### config.mk
export PLATFORM = sky130hd
export DESIGN_NAME = ad7606_emu_flat
export DESIGN_NICKNAME = d
export VERILOG_FILES = /design/src/rtl/ad7606_pkg.sv /design/src/rtl/ad7606_if.sv /design/src/rtl/ad7606_edge.sv /design/src/rtl/ad7606_emu.sv /design/src/flat_wrapper.sv
export SDC_FILE = /design/constraint.sdc
export NUM_CORES = 1
export LEC_CHECK = 0
export ABC_CLOCK_PERIOD_IN_PS = 6710
export BUFFER_PORTS_ARGS = -buffer_cell sky130_fd_sc_hd__buf_2
export CORE_UTILIZATION = 30
export CTS_CLUSTER_SIZE = 40
export DETAILED_ROUTE_END_ITERATION = 12
export SETUP_SLACK_MARGIN = 0.4
export SYNTH_ARGS = -nofsm -noshare
export SYNTH_HDL_FRONTEND = slang
export SYNTH_SLANG_ARGS = --single-unit
export TNS_END_PERCENT = 20
### constraint.sdc
create_clock -name clk -period 6.71 [get_ports clk]
set_clock_uncertainty 0.2 [all_clocks]
set_input_delay 2.013 -clock clk [delete_from_list [all_inputs] [get_ports clk]]
set_output_delay 2.013 -clock clk [all_outputs]
set_load 0.02 [all_outputs]
### src/rtl/ad7606_pkg.sv
// Shared types, sizes and sample-word helpers for the AD7606 device emulator.
package ad7606_pkg;
  typedef enum logic [1:0] {
    IDLE = 2'd0,
    CONV = 2'd1,
    READ = 2'd2
  } ad7606_state_e;

  localparam int NCH   = 8;
  localparam int SEQ_W = 12;
  localparam int CNT_W = 32;

  function automatic logic [15:0] sample_word(input logic [2:0] k, input logic rng,
                                              input logic [SEQ_W-1:0] seq);
    return {k, rng, seq};
  endfunction

  // Oversampling exponent 7 is reserved on the real part and behaves as 0.
  function automatic logic [2:0] os_eff(input logic [2:0] os);
    return (os == 3'd7) ? 3'd0 : os;
  endfunction
endpackage

### src/rtl/ad7606_if.sv
// Pin bundle between an AD7606 controller (master) and the device emulator (slave).
interface ad7606_if;
  import ad7606_pkg::*;

  // Strobe-level pins, no valid/ready: a conversion starts on the cycle cvtA&cvtB
  // first reads high, and a word is served on each rd high-to-low edge taken with cs low.
  logic          cvtA;
  logic          cvtB;
  logic          cs;
  logic          rd;
  logic          range;
  logic          phy_rst;
  logic [2:0]    os;
  logic          busy;
  logic          fdata;
  logic [15:0]   data_out;
  logic          data_oe;
  logic          overrun;
  logic          short_read;
  ad7606_state_e dbg_state;

  modport master (
    output cvtA, cvtB, cs, rd, range, phy_rst, os,
    input  busy, fdata, data_out, data_oe, overrun, short_read, dbg_state
  );

  modport slave (
    input  cvtA, cvtB, cs, rd, range, phy_rst, os,
    output busy, fdata, data_out, data_oe, overrun, short_read, dbg_state
  );
endinterface

### src/rtl/ad7606_edge.sv
// Registered single-edge detector; FALL selects falling instead of rising edges.
module ad7606_edge #(
  parameter bit FALL    = 1'b0,
  parameter bit RST_VAL = 1'b0
) (
  input  logic clk,
  input  logic rst,
  input  logic d,
  output logic pulse
);
  logic d_q;
  logic d_d;

  always_comb d_d = d;

  always_ff @(posedge clk or posedge rst) begin
    if (rst) d_q <= RST_VAL;
    else     d_q <= d_d;
  end

  assign pulse = FALL ? (~d & d_q) : (d & ~d_q);
endmodule

### src/rtl/ad7606_emu.sv
// AD7606 device emulator: timed conversions, eight deterministic channel words per conversion.
module ad7606_emu
  import ad7606_pkg::*;
#(
  parameter int CONV_CYCLES = 200
) (
  input logic     clk,
  input logic     rst,
  ad7606_if.slave bus
);
  localparam logic [3:0] NREAD_MAX = 4'(NCH);

  ad7606_state_e    state_q, state_d;
  logic [CNT_W-1:0] cnt_q, cnt_d;
  logic [SEQ_W-1:0] seq_q, seq_d;
  logic             range_lat_q, range_lat_d;
  logic [2:0]       ch_ptr_q, ch_ptr_d;
  logic [3:0]       nread_q, nread_d;
  logic             busy_q, busy_d;
  logic             fdata_q, fdata_d;
  logic [15:0]      data_q, data_d;
  logic             oe_q, oe_d;
  logic             overrun_q, overrun_d;
  logic             short_read_q, short_read_d;

  logic             start_raw, start_rise, start, rd_fall, rd_hit;
  logic [CNT_W-1:0] conv_len;

  assign start_raw = bus.cvtA & bus.cvtB;

  ad7606_edge #(.FALL(1'b0), .RST_VAL(1'b0)) u_start_edge (
    .clk(clk), .rst(rst), .d(start_raw), .pulse(start_rise)
  );

  ad7606_edge #(.FALL(1'b1), .RST_VAL(1'b1)) u_rd_edge (
    .clk(clk), .rst(rst), .d(bus.rd), .pulse(rd_fall)
  );

  assign start    = start_rise & ~bus.phy_rst;
  assign rd_hit   = rd_fall & ~bus.cs;
  assign conv_len = (CNT_W'(CONV_CYCLES) << os_eff(bus.os)) - CNT_W'(1);

  always_ff @(posedge clk or posedge rst) begin
    if (rst) begin
      state_q      <= IDLE;
      cnt_q        <= '0;
      seq_q        <= '0;
      range_lat_q  <= 1'b0;
      ch_ptr_q     <= '0;
      nread_q      <= '0;
      busy_q       <= 1'b0;
      fdata_q      <= 1'b0;
      data_q       <= '0;
      oe_q         <= 1'b0;
      overrun_q    <= 1'b0;
      short_read_q <= 1'b0;
    end else begin
      state_q      <= state_d;
      cnt_q        <= cnt_d;
      seq_q        <= seq_d;
      range_lat_q  <= range_lat_d;
      ch_ptr_q     <= ch_ptr_d;
      nread_q      <= nread_d;
      busy_q       <= busy_d;
      fdata_q      <= fdata_d;
      data_q       <= data_d;
      oe_q         <= oe_d;
      overrun_q    <= overrun_d;
      short_read_q <= short_read_d;
    end
  end

  always_comb begin
    state_d = state_q;
    if (bus.phy_rst) begin
      state_d = IDLE;
    end else begin
      case (state_q)
        IDLE:    if (start) state_d = CONV;
        CONV:    if (cnt_q == '0) state_d = READ;
        READ:    if (start) state_d = CONV;
        default: state_d = IDLE;
      endcase
    end
  end

  always_comb begin
    cnt_d        = cnt_q;
    seq_d        = seq_q;
    range_lat_d  = range_lat_q;
    ch_ptr_d     = ch_ptr_q;
    nread_d      = nread_q;
    busy_d       = busy_q;
    fdata_d      = fdata_q;
    data_d       = data_q;
    overrun_d    = overrun_q;
    short_read_d = short_read_q;
    oe_d         = ~bus.cs;
    if (bus.phy_rst) begin
      cnt_d        = '0;
      seq_d        = '0;
      ch_ptr_d     = '0;
      nread_d      = '0;
      busy_d       = 1'b0;
      fdata_d      = 1'b0;
      data_d       = '0;
      overrun_d    = 1'b0;
      short_read_d = 1'b0;
    end else begin
      case (state_q)
        IDLE: begin
          if (start) begin
            cnt_d  = conv_len;
            busy_d = 1'b1;
          end
        end
        CONV: begin
          // A start on the final count cycle is flagged but not queued.
          if (start) overrun_d = 1'b1;
          if (cnt_q == '0) begin
            busy_d      = 1'b0;
            seq_d       = seq_q + SEQ_W'(1);
            range_lat_d = bus.range;
            ch_ptr_d    = '0;
            nread_d     = '0;
          end else begin
            cnt_d = cnt_q - CNT_W'(1);
          end
        end
        READ: begin
          if (start) begin
            cnt_d  = conv_len;
            busy_d = 1'b1;
            if (nread_q < NREAD_MAX) short_read_d = 1'b1;
          end else if (rd_hit) begin
            data_d   = sample_word(ch_ptr_q, range_lat_q, seq_q);
            fdata_d  = (ch_ptr_q == 3'd0);
            ch_ptr_d = ch_ptr_q + 3'd1;
            if (nread_q < NREAD_MAX) nread_d = nread_q + 4'd1;
          end
        end
        default: ;
      endcase
    end
  end

  assign bus.busy       = busy_q;
  assign bus.fdata      = fdata_q;
  assign bus.data_out   = data_q;
  assign bus.data_oe    = oe_q;
  assign bus.overrun    = overrun_q;
  assign bus.short_read = short_read_q;
  assign bus.dbg_state  = state_q;
endmodule

### src/flat_wrapper.sv
// flat-port wrapper written by rule: the top's interface ports become plain ports
module ad7606_emu_flat import ad7606_pkg::*;
#(
  parameter int CONV_CYCLES = 200
)
  (clk, rst, bus_cvtA, bus_cvtB, bus_cs, bus_rd, bus_range, bus_phy_rst, bus_os, bus_busy, bus_fdata, bus_data_out, bus_data_oe, bus_overrun, bus_short_read, bus_dbg_state);
  ad7606_if bus_i ();
  input logic clk;
  input logic rst;
  input wire logic [$bits(bus_i.cvtA)-1:0] bus_cvtA;
  input wire logic [$bits(bus_i.cvtB)-1:0] bus_cvtB;
  input wire logic [$bits(bus_i.cs)-1:0] bus_cs;
  input wire logic [$bits(bus_i.rd)-1:0] bus_rd;
  input wire logic [$bits(bus_i.range)-1:0] bus_range;
  input wire logic [$bits(bus_i.phy_rst)-1:0] bus_phy_rst;
  input wire logic [$bits(bus_i.os)-1:0] bus_os;
  output wire logic [$bits(bus_i.busy)-1:0] bus_busy;
  output wire logic [$bits(bus_i.fdata)-1:0] bus_fdata;
  output wire logic [$bits(bus_i.data_out)-1:0] bus_data_out;
  output wire logic [$bits(bus_i.data_oe)-1:0] bus_data_oe;
  output wire logic [$bits(bus_i.overrun)-1:0] bus_overrun;
  output wire logic [$bits(bus_i.short_read)-1:0] bus_short_read;
  output wire logic [$bits(bus_i.dbg_state)-1:0] bus_dbg_state;
  assign bus_i.cvtA = bus_cvtA;
  assign bus_i.cvtB = bus_cvtB;
  assign bus_i.cs = bus_cs;
  assign bus_i.rd = bus_rd;
  assign bus_i.range = bus_range;
  assign bus_i.phy_rst = bus_phy_rst;
  assign bus_i.os = bus_os;
  assign bus_busy = bus_i.busy;
  assign bus_fdata = bus_i.fdata;
  assign bus_data_out = bus_i.data_out;
  assign bus_data_oe = bus_i.data_oe;
  assign bus_overrun = bus_i.overrun;
  assign bus_short_read = bus_i.short_read;
  assign bus_dbg_state = bus_i.dbg_state;
  ad7606_emu #(.CONV_CYCLES(CONV_CYCLES)) u_core (.clk(clk), .rst(rst), .bus(bus_i));
endmodule
Word level (Yosys, flattened, before mapping)
Cells that the tools add are included.

Bits in registers: 77. Bits in latches: 0. Bits in writable memories: 0. Memory bits (read-only): 0. Input bits: 11. Output and inout bits: 23. Logic and storage cells: 103. Memories: 0.

Add/sub/neg operators: 5. $mul: 0. Div/mod/pow operators: 0. Order comparisons: 1. Equal/unequal tests: 10. Shifts and indexed selects: 1. Mux-type cells: 41. Bitwise logic cells: 9. Reductions and logical operators: 22.

Operator list (number): 2-to-1 mux 32 bit (3); 2-to-1 mux 16 bit (4); one-hot mux 32 bit (2 select lines) (1); 2-to-1 mux 12 bit (3); zero test 32 bit (1); << shifter 8 x 3 -> 32 bit (first input constant) (1); subtractor 32 x 1 -> 32 bit (second input constant) (1); subtractor 32 x 2 -> 32 bit (second input constant) (1); 2-to-1 mux 4 bit (5); 2-to-1 mux 3 bit (5); AND reduction 3 bit (5); 2-to-1 mux 1 bit (13); adder 12 x 1 -> 12 bit (second input constant) (1); nonzero test 2 bit (6); != test 3 x 2 -> 1 bit (second input constant) (3); one-hot mux 4 bit (2 select lines) (1); 2-to-1 mux 2 bit (3); != test 3 bit (second input constant) (2); one-hot mux 3 bit (2 select lines) (1); AND reduction 2 bit (3); nonzero test 3 bit (2); AND 1 bit (5); AND reduction 5 bit (1); adder 4 x 1 -> 4 bit (second input constant) (1); 14 further kinds (17).

Logic depth before layout (Yosys ltp)
Depth after elaboration: 7. Depth in mapped cells: 10. Gate-level depth less buffers: 10.

Modules after synthesis
From an unflattened synthesis, not the netlist that was laid out.

Cells, all modules: 514. Area total of the unflattened synthesis: 4464.3 um^2.

By module, submodules not included: ad7606_emu (instances 1, cells each 508, area each 4377.9 um^2, seq. area each 1876.8 um^2); ad7606_edge at u_core.u_rd_edge (instances 1, cells each 3, area each 43.8 um^2, seq. area each 26.3 um^2); ad7606_edge at u_core.u_start_edge (instances 1, cells each 3, area each 42.5 um^2, seq. area each 25.0 um^2).

Worst setup path after synthesis
Ideal clock, no wire load.

Path kind: in2reg. From: in bus_os[1]. To: reg u_core.cnt_q[8]. Setup time: 0.121 ns. Arrival time: 4.005 ns. Data required time: 6.389 ns. Setup slack: 2.384 ns. Stages on the path: 8. Path buffers: 1. Cells stage by stage: clkbuf_1 > a21bo_2 > ha_1 > or3_1 > or4_1 > a31oi_1 > o22ai_1 > a22o_1.

Longest elaborated chain between the ends: 7.

Ends and longest elaborated chain: from (decl) (line flat_wrapper.sv:16) `input wire logic [$bits(bus_i.os)-1:0] bus_os;`; equality test 3 bit (line ad7606_pkg.sv:20) `return (os == 3'd7) ? 3'd0 : os;`; 2-to-1 mux 3 bit (*) (line ad7606_pkg.sv:20); << shifter 8 x 3 -> 32 bit (*) (line ad7606_emu.sv:41) `assign conv_len = (CNT_W'(CONV_CYCLES) << os_eff(bus.os)) - CNT_W'(1);`; subtractor 32 x 2 -> 32 bit (*) (line ad7606_emu.sv:41); 2-to-1 mux 32 bit (*) (line ad7606_emu.sv:112, ad7606_emu.sv:131); one-hot mux 32 bit (2 select lines) (*) (line ad7606_emu.sv:110) `case (state_q)`; 2-to-1 mux 32 bit (*) (line ad7606_emu.sv:99) `if (bus.phy_rst) begin`; to (signal assigned) (line ad7606_emu.sv:59) `cnt_q <= cnt_d;`; to (decl) (line ad7606_emu.sv:14) `logic [CNT_W-1:0] cnt_q, cnt_d;`.

Mark *: on every way between the ends. The rest lies on a longest branch, timed or not. The select of a mux whose other input is x is not followed. A chain may end at the register's enable or synchronous reset.

Worst setup path in the final report
Ends and elaborated chain as after synthesis.

==> metrics.md <==
| Metric | Value |
|---|---|
| Max cap viols | `0` |
| Final setup vio count | `0` |
| DR WL/cell | `16.8 microns` |
| RSZ-0062 raised after global routing | `false` |
| Post-DRT Antenna Nets | `0` |
| Post-synth ARST share | `100%` |
| Max_slew headroom | `43.7%` |
| Slowest Stage Delay on Critical Path | `0.43 ns` |
| CTS tree | `built` |
| Yosys warning count | `0` |
| Slowest cell on crit path | `or3_1` |
| Synthesized area per cell | `8.72 sq um` |
| Finished Cell Area | `5200 sq um` |
| I/O Buffers | `33` |
| Max frequency | `232 MHz` |
| First-pass GRT wire length | `20900 microns` |
| Share of post-route cells with drive strength above 1 | `14.1%` |
| Register bit total from synthesis | `77` |
| Initial DRC count | `445` |
| Initial antenna violation count | `0` |
| WS Path Type | `in -> reg` |
| Hold_buf cts | `0` |
| Tcrit/Tclk final | `64.4%` |
| Fin worst setup slack | `2.39 ns` |
| GRT overflow | `0` |
| Chip Width | `126 microns` |
| PwrDens | `230 nW/um^2` |
| Net Count, Synth | `549` |
| VDD IR max | `0.119 mV` |
| Starting Density | `31.1%` |
| I/O pin cnt | `34` |
| Row count | `44` |
| Netlist cell types | `65` |
| Number of flops mapped to enable cells by yosys | `0` |
| Synthesized instance count | `527` |
| Hold WC Path Type | `reg -> reg` |
| Post_cts resized | `0` |
| Status | `finished, final reports clean` |
| Worst hold margin | `0.295 ns` |
| Vias per cell | `5.86` |
| P_leak | `0.00218 uW` |
| Main flop type after synthesis | `dfrtp_1` |
| First drt pass iteration count | `5` |
| Drt total wl | `12400 microns` |
| Synthesized area | `4590 sq um` |
| Postcts setup bufs | `0` |
| Register area | `1930 sq um` |
| Area of the multi-input gates | `2460 sq um` |
| Hold Fails Final Rpt | `0` |
| Total Nets Final | `570` |
| Tmin final | `4.32 ns` |
| Pins over their slew limit | `0` |
| Worst slew pin tran | `0.838 ns` |
| Total negative slack | `0 ns` |
| Worst-path clk slew | `0.06 ns` |
| TritonCTS buffer count | `9` |
| Clk sinks | `77` |
| # diodes | `0` |
| Die Y-Extent | `126 microns` |
| Worst path cell trace | `buf_2 -> ha_1 -> a21bo_2 -> ha_1 -> or3_1 -> or4_1 -> a31oi_1 -> o22ai_1 -> a22o_1` |
| CP Data Arrival Time | `4.35 ns` |
| RePlAce Congestion | `0.887` |
| Root Buffer | `clkbuf_16` |
| H-tree depth | `3` |
| Register area share after synthesis | `42.0%` |
| Final design utilization | `35.3%` |
| CP Max Fanout | `11` |
| DRC | `0` |
| Largest net degree at the start of global routing | `54` |
| Total die area | `15800 sq um` |
| Total global-route track usage | `16.3%` |
| Placed Area | `4930 sq um` |
| Vias in the first global route | `4114` |
| Clock latency on the worst-skew pair | `0.34 ns` |
| Total core area | `14800 sq um` |
| Via count | `4321` |
| Fill count | `1522` |
| Most used cell, CP | `ha_1` |
| Startpoint Class | `input port` |
| Worst setup EP type | `register` |
| Placement Setup Slack | `2.07 ns` |
| Clock Tree Buf Depth | `2` |
| Area delta synth->final | `13.3%` |
| Critical path data required time | `6.74 ns` |
| Dpl hpwl | `8430 microns` |
-- final cells by class --
| cell class | count | area share [%] |
|---|---|---|
| tap | 184 | 4.42 |
| clock inverter | 5 | 0.673 |
| clock buffer | 11 | 4.66 |
| inverter | 19 | 1.37 |
| timing repair buffer | 42 | 4.47 |
| multi-input combinational | 399 | 47.4 |
| sequential | 77 | 37.0 |
-- placed cells by master (no fill, tap or decap), types with 15 or more instances in the layout --
cell     instances
dfrtp_1         76
nand2_1         68
a21oi_1         51
buf_2           33
nand3_1         27
nor2_1          23
nor3_1          22
inv_1           17
o21ai_0         17
or4_1           15
-- logic make-up (layout without fill, tap and decap cells) --
logic type               Yosys count  in the layout  synth area share [%]
AND/OR/NAND/NOR                  222            222                  25.3
AO/OA/AOI/OAI                    151            151                  22.0
flip-flops                        77             77                  42.0
buffers and inverters             51             77                  4.52
adder cells (fa/ha/maj)           11             11                  3.00
multiplexers                       8              8                  1.85
XOR/XNOR                           7              7                  1.33
-- synthesized netlist by cell type (6+ instances only) --
cell | count | area share [%]
nand4_1 | 7 | 0.95
nor2_1 | 23 | 1.9
o31ai_1 | 9 | 1.5
nand3_1 | 27 | 2.9
o21ai_0 | 17 | 1.9
or3_1 | 11 | 1.5
nor3_1 | 22 | 2.4
ha_1 | 11 | 3.0
a21oi_1 | 51 | 5.6
nor2b_1 | 6 | 0.82
o211ai_1 | 11 | 1.8
dfrtp_1 | 76 | 41
a31oi_1 | 11 | 1.5
inv_1 | 18 | 1.5
nor4_1 | 9 | 1.2
nand2_1 | 68 | 5.6
and3_1 | 6 | 0.82
clkbuf_1 | 28 | 2.3
or4_1 | 15 | 2.5
-- layer usage --
metal / vias up / track usage [%] / wire, microns
met5: - / 0 / 0
met4: 0 / 5.32 / 180
met3: 20 / 3.19 / 608
met2: 149 / 27.3 / 5960
li1: 2029 / - / -
met1: 2123 / 21.1 / 5620
-- state kept, by name, summed over array words and instances, names as in the netlist, 2 cells and up --
name / count
u_core.bus.data_out: 16
u_core.ch_ptr_q: 3
u_core.bus.dbg_state: 2
u_core.seq_q: 12
u_core.nread_q: 4
u_core.cnt_q: 32
-- metrics by stage --
step           cells  total power [uW]
4_1_cts          737              1200
2_1_floorplan    527               681
3_3_place_gp     721               737
5_1_grt          737              1250
3_5_place_dp     721               741
6_report         737              1200
-- power by group --
part           leakage (uW)  total, uW  internal [uW]  switching (uW)
logic              0.000998        224           81.2             143
clock network      0.000136        458            261             197
registers           0.00104        515            486            28.3
-- critical path: cells and delay by family --
kind / cells / cell delay [ns]
compound gates: 4 / 0.79
fa+ha+maj: 2 / 0.52
buf+inv: 1 / 0.17
simple gates: 2 / 0.84
-- final timing paths --
check	cells after the start	slack (ns)	from	endpoint
setup reg to reg	6	3.06	u_core.bus.dbg_state[0]	u_core.seq_q[8]
hold reg to reg	1	0.30	u_core.cnt_q[31]	u_core.cnt_q[31]
min in group asynchronous	2	1.58	rst	u_core.bus.data_out[15]
setup / recovery	9	2.39	bus_os[1]	u_core.cnt_q[8]
max in group asynchronous	3	3.66	rst	u_core.cnt_q[28]
hold / removal	1	0.30	u_core.cnt_q[31]	u_core.cnt_q[31]
Power figures use the tool's default switching activity.
